[src/rtl/axis_frame_packer.sv]
// Packs fixed-length frames from CH_NUM producer channels onto one AXI-Stream output.
// A round-robin arbiter locks one channel per frame; beats pass through one output register.
module axis_frame_packer #(
    parameter int unsigned CH_NUM      = 4,
    parameter int unsigned DATA_WIDTH  = 256,
    parameter int unsigned FRAME_BEATS = 400,
    parameter int unsigned INTR_WIDTH  = 4,
    localparam int unsigned KEEP_WIDTH = DATA_WIDTH / 8,
    localparam int unsigned USER_WIDTH = $clog2(CH_NUM)
) (
    input  logic                         clk,
    input  logic                         rst,
    input  logic                         en,
    input  logic [CH_NUM-1:0]            ch_vld,
    input  logic [CH_NUM*DATA_WIDTH-1:0] ch_data,
    output logic [CH_NUM-1:0]            ch_rdy,
    output logic [DATA_WIDTH-1:0]        m_axis_tdata,
    output logic [KEEP_WIDTH-1:0]        m_axis_tkeep,
    output logic [USER_WIDTH-1:0]        m_axis_tuser,
    output logic                         m_axis_tlast,
    output logic                         m_axis_tvalid,
    input  logic                         m_axis_tready,
    output logic                         frame_intr,
    output logic [31:0]                  frame_cnt
);

    localparam logic [15:0] LastBeat = 16'(FRAME_BEATS - 1);

    typedef enum logic [1:0] {StIdle, StStream, StFlush} state_e;

    state_e                  state_q, state_d;
    logic [USER_WIDTH-1:0]   grant_q, grant_d;
    logic [USER_WIDTH-1:0]   last_grant_q, last_grant_d;
    logic [15:0]             beat_cnt_q, beat_cnt_d;
    logic [31:0]             frame_cnt_q, frame_cnt_d;
    logic [DATA_WIDTH-1:0]   tdata_q;
    logic [USER_WIDTH-1:0]   tuser_q;
    logic                    tlast_q;
    logic                    tvalid_q;
    logic                    intr_q;
    logic [3:0]              intr_cnt_q;
    logic [USER_WIDTH-1:0]   rr_idx;
    logic [USER_WIDTH-1:0]   rr_pick;
    logic                    rr_hit;
    logic                    accept;
    logic                    frame_done;
    logic [DATA_WIDTH-1:0]   ch_beat [CH_NUM];

    for (genvar g = 0; g < CH_NUM; g++) begin : g_split
        assign ch_beat[g] = ch_data[g*DATA_WIDTH +: DATA_WIDTH];
    end

    // Scan from the farthest candidate back to the nearest so the nearest requester wins.
    always_comb begin
        rr_idx  = '0;
        rr_pick = last_grant_q;
        rr_hit  = 1'b0;
        for (int i = int'(CH_NUM); i >= 1; i--) begin
            rr_idx = USER_WIDTH'((int'(last_grant_q) + i) % int'(CH_NUM));
            if (ch_vld[rr_idx]) begin
                rr_pick = rr_idx;
                rr_hit  = 1'b1;
            end
        end
    end

    always_comb begin
        state_d      = state_q;
        grant_d      = grant_q;
        last_grant_d = last_grant_q;
        beat_cnt_d   = beat_cnt_q;
        frame_cnt_d  = frame_cnt_q;
        ch_rdy       = '0;
        accept       = 1'b0;
        frame_done   = 1'b0;
        unique case (state_q)
            StIdle: begin
                if (en && rr_hit) begin
                    grant_d    = rr_pick;
                    beat_cnt_d = '0;
                    state_d    = StStream;
                end
            end
            StStream: begin
                ch_rdy[grant_q] = !tvalid_q || m_axis_tready;
                accept          = ch_vld[grant_q] && ch_rdy[grant_q];
                if (accept) begin
                    beat_cnt_d = beat_cnt_q + 16'd1;
                    if (beat_cnt_q == LastBeat) begin
                        state_d      = StFlush;
                        last_grant_d = grant_q;
                    end
                end
            end
            StFlush: begin
                if (tvalid_q && m_axis_tready && tlast_q) begin
                    frame_done  = 1'b1;
                    frame_cnt_d = frame_cnt_q + 32'd1;
                    state_d     = StIdle;
                end
            end
            default: state_d = StIdle;
        endcase
    end

    always_ff @(posedge clk or posedge rst) begin
        if (rst) begin
            state_q      <= StIdle;
            grant_q      <= '0;
            last_grant_q <= USER_WIDTH'(CH_NUM - 1);
            beat_cnt_q   <= '0;
            frame_cnt_q  <= '0;
        end else begin
            state_q      <= state_d;
            grant_q      <= grant_d;
            last_grant_q <= last_grant_d;
            beat_cnt_q   <= beat_cnt_d;
            frame_cnt_q  <= frame_cnt_d;
        end
    end

    // Output stage: reload on accept, otherwise hold until the sink takes the beat.
    always_ff @(posedge clk or posedge rst) begin
        if (rst) begin
            tdata_q  <= '0;
            tuser_q  <= '0;
            tlast_q  <= 1'b0;
            tvalid_q <= 1'b0;
        end else if (accept) begin
            tdata_q  <= ch_beat[grant_q];
            tuser_q  <= grant_q;
            tlast_q  <= (beat_cnt_q == LastBeat);
            tvalid_q <= 1'b1;
        end else if (m_axis_tready) begin
            tlast_q  <= 1'b0;
            tvalid_q <= 1'b0;
        end
    end

    // A new completion reloads the count, so overlapping pulses merge and stretch.
    always_ff @(posedge clk or posedge rst) begin
        if (rst) begin
            intr_q     <= 1'b0;
            intr_cnt_q <= '0;
        end else if (frame_done) begin
            intr_q     <= 1'b1;
            intr_cnt_q <= 4'(INTR_WIDTH - 1);
        end else if (intr_cnt_q != 4'd0) begin
            intr_cnt_q <= intr_cnt_q - 4'd1;
        end else begin
            intr_q     <= 1'b0;
        end
    end

    assign m_axis_tdata  = tdata_q;
    assign m_axis_tkeep  = {KEEP_WIDTH{tvalid_q}};
    assign m_axis_tuser  = tuser_q;
    assign m_axis_tlast  = tlast_q;
    assign m_axis_tvalid = tvalid_q;
    assign frame_intr    = intr_q;
    assign frame_cnt     = frame_cnt_q;

endmodule

[config.mk]
export PLATFORM = sky130hd
export DESIGN_NAME = axis_frame_packer
export DESIGN_NICKNAME = d
export VERILOG_FILES = /design/src/rtl/axis_frame_packer.sv
export SDC_FILE = /design/constraint.sdc
export NUM_CORES = 1
export LEC_CHECK = 0
export ABC_AREA = 1
export CAP_MARGIN = 15
export CORE_AREA = 10 10 520 522
export CTS_CLUSTER_DIAMETER = 80
export DETAILED_ROUTE_END_ITERATION = 8
export DIE_AREA = 0 0 530 532
export PLACE_DENSITY = 0.3
export SYNTH_ARGS = -nofsm -noshare
export SYNTH_HDL_FRONTEND = slang
export SYNTH_SLANG_ARGS = --single-unit
export TNS_END_PERCENT = 10
[constraint.sdc]
create_clock -name clk -period 23 [get_ports clk]
set_input_delay 3.45 -clock clk [delete_from_list [all_inputs] [get_ports clk]]
set_output_delay 3.45 -clock clk [all_outputs]
set_load 0.05 [all_outputs]
==> results.tsv <==
stage	metric	value	unit
setup_path	crit-path max FO	5	
floorplan	IO Pins	1361	
placement	Placement Cell Area	0.0364	mm^2
sta	Slew @ Worst Pin	1.05	ns
grt	Total Routing Usage GR	15.3	%
synth	most used flip-flop cell after synthesis	dfrtp_1	
synth	Post-Synthesis Cells	2836	
layout	share of cells above drive strength 1	3.39	%
synth	Synth Cell Area	0.0193	mm^2
synth	Avg Synthesized Cell Area	6.80	um^2
routing	drt wl/cell	30.1	um
routing	Initial DRC Count	1870	
synth	FF+latch count, synth	319	
synth	register area share after synthesis	41.4	%
sta	Setup WS post-layout	14.01	ns
setup_path	flop2flop setup slack	18.24	ns
sta	Final setup viols	0	
routing	DR vias/cell	3.45	
synth	Post-Syn Nets	3871	
floorplan	Die X	530	um
clock_tree	Clock Path Buffers	3	
setup_path	Critical Path Source Type	input port	
grt	grt ovf	0	
grt	vias in the first global route	26500	
synth	synth warn	0	
sta	skew final	0.0399	ns
setup_path	Crit Path Category	input port to output port	
power_and_ir_drop	Worst IR Drop VDD	0.0688	mV
grt	initial antenna violation count	167	
setup_path	crit path DAT	5.54	ns
clock_tree	clk_lat worst skew	0.68	ns
floorplan	die area	0.282	mm^2
placement	pre-CTS WS	14.03	ns
floorplan	Core ar.	0.259	mm^2
routing	DRC	0	
worst_hold_path	hold_sp	m_axis_tdata[42]$_DFFE_PP0P_	
setup_path	R2R Path Start	grant_q[0]$_DFFE_PP0P_	
sta	Final Hold Slack	0.488	ns
synth	Synth async-reset ratio	100	%
placement	placed insts	7403	
run_status	status	complete, no violations	
synth	number of synthesized flops with an enable pin	0	
flow_run	MaxCap Viol Count	0	
layout	Finished Cell Area	0.0383	mm^2
clock_tree	Setup Fix Bufs, Post-CTS	0	
power_and_ir_drop	Leak Pwr	14.8	nW
routing	DR pass1 iterations	5	
floorplan	Core Rows	187	
setup_path	Reg2Reg Capture Point	m_axis_tdata[25]$_DFFE_PP0P_	
sta	number of hold violations in the final report	0	
routing	total wire length	227000	um
placement	GP Congestion	0.875	
clock_tree	CTS tree	yes	
routing	via count	26000	
sta	Slew HR	29.8	%
clock_tree	Reg clk slew, reported paths	0.05	ns
clock_tree	CTS Buf Count	55	
sta	fin crit share	39.1	%
sta	Final Max Slew Viols	0	
clock_tree	Root Driver	clkbuf_16	
layout	synth-to-layout area growth	98.4	%
worst_hold_path	hold path depth	2	
sta	RSZ-0062 raised after global routing	false	
placement	# port buffers	1360	
grt	largest net degree at the start of global routing	99	
power_and_ir_drop	pwr/cell area	134	mW/mm^2
worst_hold_path	Hold Crit Endpoint	m_axis_tdata[42]$_DFFE_PP0P_	
sta	setup TNS	0	ns
clock_tree	clk sink count	319	
floorplan	Initial Utilization	7.44	%
synth	Synth cell types	27	
sta	FMAX	111	MHz
sta	min Tclk post-route	8.99	ns
floorplan	die height	532	um
clock_tree	htree depth	2	
layout	# nets final	5093	
placement	hpwl dp	195000	um
clock_tree	CTS resizes	0	
setup_path	CP required	19.55	ns
setup_path	reg2reg path depth	10	
setup_path	kind of end point of the critical path	output port	
worst_hold_path	Hold Path Class	register to register	
clock_tree	hold_buf cts	0	
layout	Non-Filler Instances	7543	
routing	Routed Antenna Nets	0	
grt	global-route wire length before repair	287000	um
## report_power, final
part / switching [mW] / total [mW] / leakage (nW) / internal [mW]
Clock: 0.355 / 0.844 / 0.874 / 0.489
Combinational: 2.46 / 3.37 / 9.87 / 0.909
Sequential: 0.140 / 0.927 / 4.06 / 0.787
Total: 2.96 / 5.14 / 14.8 / 2.18
## layout by cell type (no fill, tap or decap), types with 2 or more instances in the layout
cell type        Yosys  final
nand3_1            547    547
ha_1                 3      3
clkinv_16            0      2
a21oi_1            259    259
o21ai_1            263    263
inv_1               60     59
clkbuf_8             0      6
clkinv_2             0      5
clkinv_4             0      6
xnor2_1             10     10
clkbuf_1           133     16
o21bai_1             3      3
nor2_1              93     91
xor2_1              14     14
diode_2              0     39
nor3b_1              2      2
inv_8                0      3
nand2_1            979    978
nand3b_1             7      7
clkdlybuf4s50_1      0   1359
dfstp_2              2      2
clkbuf_16            0     55
bufinv_16            0      2
buf_4               47     43
inv_6                0      7
nand4_1             14     14
o21ai_0             11     11
nor3_1               8      8
dfrtp_1            317    316
nor2_4               0      2
## flip-flops by register name, indices dropped and copies added (netlist names)
register and flops:
m_axis_tuser 2, last_grant_q 2, m_axis_tvalid 1, state_q 2, frame_cnt 32, m_axis_tlast 1
beat_cnt_q 16, m_axis_tdata 256, grant_q 2, intr_cnt_q 4, frame_intr 1
## worst max-delay path: stages
cell,delay (ns)
clkdlybuf4s50_1,0.55
nor2_1,0.10
nor2_1,0.23
inv_1,0.15
nor3_1,0.21
clkdlybuf4s50_1,0.86
## cell usage after synthesis, types with 7 or more instances
library cell,count,area [um^2]
buf_4,47,353
o21ai_0,11,55.1
nand3_1,547,2740
xnor2_1,10,87.6
nand4_1,14,87.6
a21oi_1,259,1300
nor2_1,93,349
xor2_1,14,123
nand2_1,979,3670
buf_2,52,260
nand3b_1,7,52.6
o21ai_1,263,1320
dfrtp_1,317,7930
inv_1,60,225
nor3_1,8,40.0
clkbuf_1,133,499
## worst max-delay path by stage
stage                             start                         to  slack, ns  cells after the start
after floorplan                     rst  beat_cnt_q[0]$_DFFE_PP0P_      10.73                      1
after global placement    m_axis_tready                  ch_rdy[1]      13.98                      6
after detailed placement  m_axis_tready                  ch_rdy[1]      14.03                      6
after CTS                 m_axis_tready                  ch_rdy[1]      14.02                      6
after global routing      m_axis_tready                  ch_rdy[1]      13.87                      6
final                     m_axis_tready                  ch_rdy[1]      14.01                      6
## cells by family after synthesis
family / share of synthesized area, %
buf+inv: 7.19
flops: 41.4
fa+ha+maj: 0.195
xor+xnor: 1.09
compound gates: 14.0
simple gates: 36.1
## metrics by stage
| stage | power, mW | utilization [%] |
|---|---|---|
| 3_3_place_gp | 4.40 | 14.0 |
| 6_report | 5.14 | 14.8 |
| 4_1_cts | 5.29 | 14.7 |
| 3_5_place_dp | 4.40 | 14.0 |
| 5_1_grt | 5.47 | 14.7 |
| 2_1_floorplan | 2.75 | - |
## final cells by class
cell class	count	area [um^2]
Tap cell	3402	4260
Antenna cell	39	97.6
Inverter	64	263
Timing Repair Buffer	1402	13900
Clock buffer	77	1520
Sequential cell	319	7990
Fill cell	29800	221000
Multi-Input combinational cell	2216	9940
Clock inverter	24	283
## per-layer routing
metal | part of all wire, % | track usage [%]
met5 | 0.30 | 0
met4 | 1.6 | 2.68
met3 | 12 | 7.70
met2 | 43 | 23.2
met1 | 43 | 19.5
(Power assumes the default switching activity.)
